--- config.mk ---
export PLATFORM = sky130hd
export DESIGN_NAME = bht_update_sched
export DESIGN_NICKNAME = d
export VERILOG_FILES = /design/src/rtl/bht_update_sched.sv
export SDC_FILE = /design/constraint.sdc
export NUM_CORES = 1
export LEC_CHECK = 0
export CORE_AREA = 2 2 70 72
export DETAILED_ROUTE_END_ITERATION = 10
export DIE_AREA = 0 0 72 74
export GPL_ROUTABILITY_DRIVEN = 0
export PLACE_DENSITY = 0.75
export SKIP_LAST_GASP = 1
export SLEW_MARGIN = 20
export SYNTH_ARGS = -nofsm -noshare
export SYNTH_HDL_FRONTEND = slang
export SYNTH_SLANG_ARGS = --single-unit
--- constraint.sdc ---
create_clock -name clk -period 5.62 [get_ports clk]
set_input_delay 1.124 -clock clk [delete_from_list [all_inputs] [get_ports clk]]
set_output_delay 1.124 -clock clk [all_outputs]
set_load 0.005 [all_outputs]
--- src/rtl/bht_update_sched.sv ---
// Buffers ROB branch resolutions and issues one BHT update pulse per cycle, strictly in FIFO order.
// Latency is 2 cycles from accept to pulse; with BHT_UPD_BYPASS_EN an empty, unheld FIFO gives 1 cycle.
// Backpressure: upd_ready drops when the FIFO is full or rdy is low; drain_hold and rdy stall draining.
module bht_update_sched #(
    parameter int DEPTH = 4,
    parameter int IDX_W = 8
) (
    input  logic                         clk,
    input  logic                         rst,
    input  logic                         rdy,
    input  logic                         upd_valid,
    output logic                         upd_ready,
    input  logic [IDX_W-1:0]             upd_idx,
    input  logic                         upd_miss,
    input  logic                         drain_hold,
    output logic                         bht_needchange,
    output logic                         bht_needchange2,
    output logic [IDX_W-1:0]             bht_id,
    output logic [$clog2(DEPTH+1)-1:0]   count,
    output logic                         idle
);
    localparam int PTR_W = $clog2(DEPTH);
    localparam int CNT_W = $clog2(DEPTH+1);

    // Each entry holds {index, miss}.
    logic [IDX_W:0]     mem [DEPTH];
    logic [PTR_W-1:0]   head;
    logic [PTR_W-1:0]   tail;
    logic               push_ok;
    logic               pop;
    logic               bypass;
    logic               wr;

    assign upd_ready = rdy && !rst && (count < CNT_W'(DEPTH));
    assign idle      = (count == '0) && !bht_needchange && !bht_needchange2;

    always_comb begin
        push_ok = upd_valid && upd_ready;
        pop     = rdy && !drain_hold && (count != '0);
`ifdef BHT_UPD_BYPASS_EN
        bypass  = rdy && !drain_hold && (count == '0) && push_ok;
`else
        bypass  = 1'b0;
`endif
        wr      = push_ok && !bypass;
    end

    always_ff @(posedge clk) begin
        if (wr) begin
            mem[tail] <= {upd_idx, upd_miss};
        end
    end

    always_ff @(posedge clk) begin
        if (rst) begin
            head            <= '0;
            tail            <= '0;
            count           <= '0;
            bht_needchange  <= 1'b0;
            bht_needchange2 <= 1'b0;
            bht_id          <= '0;
        end else if (rdy) begin
            if (wr) begin
                tail <= tail + 1'b1;
            end
            if (pop) begin
                head            <= head + 1'b1;
                bht_id          <= mem[head][IDX_W:1];
                bht_needchange  <= mem[head][0];
                bht_needchange2 <= !mem[head][0];
            end else if (bypass) begin
                bht_id          <= upd_idx;
                bht_needchange  <= upd_miss;
                bht_needchange2 <= !upd_miss;
            end else begin
                bht_needchange  <= 1'b0;
                bht_needchange2 <= 1'b0;
            end
            case ({wr, pop})
                2'b10:   count <= count + 1'b1;
                2'b01:   count <= count - 1'b1;
                default: count <= count;
            endcase
        end else begin
            // Frozen, but a pulse never outlives the cycle it was issued for.
            bht_needchange  <= 1'b0;
            bht_needchange2 <= 1'b0;
        end
    end
endmodule

==> Word level (Yosys, flattened, before mapping) <==
Memory sizes are Yosys's and may differ from the RTL's. A register that Yosys moved wholly into a read port is not among the register bits.
Index checks and enable logic that the tools add are counted.
{ "totals": {"output_inout_bits": 15, "mem_count": 1, "ramBits": 36, "elab_cells": 40, "ff_bits": 17} }
{ "classes": {"mux": 5, "bitwise_logic": 2, "n_reduce_logical": 19, "n_lt_le_gt_ge": 1, "n_eq_ne": 2, "add_sub_neg": 4} }
{ "mem_list": {"columns": ["memory", "words", "width", "rd", "rd_clocked_by_memory_dff", "wr", "line_no", "text"], "rows": [
  ["mem", 4, 9, 1, 1, 1, "26", "logic [IDX_W:0] mem [DEPTH];"]
]} }
{ "op_table": {"columns": ["operator", "count"], "rows": [
  ["$logic_and 1x1->1", 7],
  ["$pmux 3 s2", 1],
  ["$reduce_and 2->1", 3],
  ["$logic_not 1->1", 5],
  ["$add 2x1->2 const B", 2],
  ["$mux 2", 2],
  ["$add 3x1->3 const B", 1],
  ["$logic_not 3->1", 1],
  ["$lt 3x3->1 const B", 1],
  ["$reduce_bool 3->1", 1],
  ["$reduce_or 3->1", 1],
  ["$sub 3x1->3 const B", 1],
  ["$eq 2x1->1 const B", 1],
  ["$eq 2x2->1 const B", 1],
  ["$mux 1", 2],
  ["$not 1->1", 2],
  ["$reduce_bool 2->1", 1]
]} }

==> Longest topological paths before layout <==
{ "depth": {"depth_word": 7, "depth_mapped": 9} }

==> Worst setup path before layout <==
OpenSTA, ideal clock, no wires.
{ "synth_timing": {"path_type": "input to register", "startpoint": "input rst", "endpoint": "register count[2]", "slack_ps": 2859, "setup_ps": 70, "t_arrival_ps": 2691, "n_path_buf": 1, "cell_stages": 9, "path_cell_list": "and4bb_2 -> clkbuf_1 -> inv_1 -> ha_1 -> inv_1 -> fa_1 -> xor2_1 -> or3_1 -> a21oi_1"} }
{ "synth_via": {"elab_chain_cells": 7, "word_cells_on_any_way": 9, "classes_between": "eq/ne (2); mux (1); reduce/logical (6)"} }
{ "synth_rtl": {"columns": ["element", "line_no", "text"], "rows": [
  ["start, declared", "9", "input logic rst,"],
  ["$logic_not 1->1", "34", "assign upd_ready = rdy && !rst && (count < CNT_W'(DEPTH));"],
  ["$logic_and 1x1->1 (2 in a row)", "34", null],
  ["$logic_and 1x1->1", "38", "push_ok = upd_valid && upd_ready;"],
  ["$eq 2x1->1 / $eq 2x2->1 (equally long branches)", "79", "case ({wr, pop})"],
  ["$reduce_bool 2->1 (no source line)", null, null],
  ["$reduce_and 2->1 (no source line)", null, null],
  ["end signal, assigned", "80", "2'b10: count <= count + 1'b1;"],
  ["end signal, assigned", "81", "2'b01: count <= count - 1'b1;"],
  ["end signal, assigned", "82", "default: count <= count;"],
  ["end, declared", "19", "output logic [$clog2(DEPTH+1)-1:0] count,"]
]} }
Parallel ways exist; a longest one is shown, timed or not.
A chain may end at the register's enable or synchronous reset.

==> Final worst setup path <==
{ "layout_timing": {"startpoint": "input rst", "endpoint": "output upd_ready"} }
{ "layout_via": {"elab_chain_cells": 3} }
{ "layout_rtl": {"columns": ["element", "line_no", "text"], "rows": [
  ["$logic_not 1->1", "34", null],
  ["$logic_and 1x1->1 (2 in a row)", "34", null],
  ["end, declared", "12", "output logic upd_ready,"]
]} }
No other way between the ends.

==> qor.txt <==
largest net degree at the start of global routing - 22
HP Class - flop to flop
I/O Pins - 29
register bit count reported by yosys - 55
Post-DRT Antenna Nets - 0
Final setup violation count - 0
setup TNS after final layout - 0 ns
kind of critical path - input port to output port
largest cells by area after synthesis - edfxtp_1 50%, dfxtp_1 17%, mux4_2 9.3%, ha_1 2.9%, a21oi_1 2.5%
Worst Clk Skew - 0.00324 ns
Highest Clock Rate - 255 MHz
die extent in y - 74 um
switching share of power - 19.3%
sequential share of the synthesized area - 67.0%
CTS tree - done
DRC Markers - 0
maxcap violations - 0
H-tree depth - 2
Synth Instances - 145
clock sink count - 55
pwr dens - 303 nW/um^2
Syn-to-layout area delta - 19.7%
syn nets - 165
Tmin final - 3.92 ns
FF-to-FF End - count[2]
area leader, netlist - edfxtp_1
Setup Fix Bufs, Post-CTS - 0
mean number of vias per cell - 5.41
period utilization - 69.7%
Startpoint Class - input port
first-pass GRT wire length - 5910 um
Cell variety after synth - 30
Slew headroom - 50.1%
fin. max-slew vios - 0
CTS max path bufs - 2
Std-Cell Rows - 25
Total GRT Usage - 15.3%
TritonCTS Buffers - 5
CP arrival - 2.79 ns
first-iteration detailed-routing DRC count - 55
cells on worst reg2reg path - 8
combinational power share - 6.2%
Hold-fix buffers, CTS - 0
worst r2r src - count[2]
CTS resizes - 0
Critical Path End - upd_ready
final instance area - 2610 um^2
antenna diode count - 0
synth warn - 0
crit end category - output port
WL/cell - 16.8 um
commonest non-fill, non-tap cell in the layout - edfxtp_1
Pre-Repair DR Iteration Count - 4
RSZ-0062 raised after global routing - no
status - complete, no violations
register share of total power - 55.7%
root buf cell - clkbuf_8
Reg clk slew, reported paths - 0.09 ns
clock share of power - 38.1%
Syn Area/Cell - 15.0 um^2
Fin. Hold Viols - 0
die area - 5330 um^2
Core Box Area - 4600 um^2
Buffers on Ports - 28
cell internal pwr - 0.639 mW
critical path peak fanout - 21
Pleak - 0.818 nW
initial antenna violation count - 0
net count reported at finish - 191
top cell type's share of synthesized area - 49.6%
DPL Wire Length - 2560 um
Initial Util - 47.4%
Post-DP Area - 2470 um^2
Post-Route WL - 3790 um
via count - 1223
Net Sw Power - 0.153 mW
most frequent cells in the layout - 36 x edfxtp_1, 28 x clkdlybuf4s50_1, 19 x dfxtp_1
Clk Latency, worst-skew pair - 0.30 ns
flop-to-flop setup slack - 3.35 ns
Critical Path RT - 4.50 ns
CP Launch Point - rst
Remaining Overflow, GRT - 0
Worst Tran Pin Value - 0.746 ns
vias in the first global route - 1236
ratio of cells with drive above 1 in the final layout - 11.6%
fill count - 358
synthesized area - 2180 um^2
Worst VDD drop - 0.208 mV
die width - 72 um
==> synth_stat cells <==
library cell / n
edfxtp_1: 36
buf_2: 1
mux2i_1: 1
nor3b_1: 1
xor2_1: 1
inv_1: 7
nor3_1: 2
nand3_1: 8
buf_4: 2
nand2b_1: 2
xnor2_1: 2
nor2b_1: 2
clkbuf_2: 1
fa_1: 1
mux4_2: 9
a211oi_1: 1
a311oi_2: 1
o21ai_0: 10
ha_1: 5
a21oi_1: 11
and4bb_2: 1
nor2_1: 6
buf_6: 2
or3_1: 3
nor4b_1: 1
dfxtp_1: 19
a31o_1: 1
nor4_1: 1
clkbuf_1: 3
and2_1: 4
==> registers in the layout (all words and copies together) (netlist names), named ones only <==
register / count
count: 3
head: 2
bht_id: 8
bht_needchange: 1
tail: 2
bht_needchange2: 1
mem: 36
==> worst max-delay path: stages <==
cell	delay [ns]
clkdlybuf4s50_1	0.79
nor3b_1	0.34
clkdlybuf4s50_1	0.54
==> layer usage <==
layer	vias to the layer above	global-route usage, %	routed length [um]
met1	597	17.9	1580
met4	0	3.77	38
met5	-	0	0
met3	5	4.47	163
met2	34	27.8	2010
li1	587	-	-
==> power groups by stage <==
| stage | registers, mW | clock network (mW) | logic [mW] |
|---|---|---|---|
| finish | 0.441 | 0.301 | 0.0492 |
| global route | 0.442 | 0.326 | 0.0534 |
| CTS | 0.441 | 0.309 | 0.0491 |
| detailed placement | 0.451 | 0 | 0.0488 |
| global placement | 0.450 | 0 | 0.0469 |
| floorplan | 0.448 | 0 | 0.0289 |
==> worst min path at each step <==
stage,from,end,cells after the start
3_5_place_dp,bht_id[4],bht_id[4],2
5_1_grt,bht_id[4],bht_id[4],2
4_1_cts,bht_id[4],bht_id[4],2
6_report,bht_id[4],bht_id[4],2
3_3_place_gp,bht_id[4],bht_id[4],2
2_1_floorplan,bht_id[4],bht_id[4],2
==> cell type report <==
type	count	area, um^2	share of cell area (%)
Clock buffer	5	68.8	2.64
Clock inverter	3	67.6	2.59
Inverter	7	26.3	1.01
Multi-Input combinational cell	74	639	24.5
Sequential cell	55	1460	56.0
Tap cell	54	67.6	2.59
Timing Repair Buffer	28	280	10.7
==> stage by stage <==
stage | power [mW] | std cells | hold WS, ns | worst slack [ns] | util (%)
2_1_floorplan | 0.477 | 145 | 0.469 | 2.86 | -
3_3_place_gp | 0.497 | 218 | 0.460 | 1.75 | 53.7
3_5_place_dp | 0.499 | 218 | 0.475 | 1.73 | 53.7
4_1_cts | 0.800 | 226 | 0.488 | 1.72 | 56.7
5_1_grt | 0.821 | 226 | 0.510 | 1.61 | 56.8
6_report | 0.792 | 226 | 0.488 | 1.70 | 56.8
==> kinds of logic after synthesis <==
kind of cell               Yosys count  synth area share, %
DFF                                 55                 67.0
and+or+nand+nor                     31                 8.09
AOI/OAI and AO/OA                   24                 6.25
buffers and inverters               16                 3.90
muxes                               10                 9.75
adders and majority gates            6                 3.79
xor gates and xnor gates             3                 1.21
(Power assumes the default switching activity.)
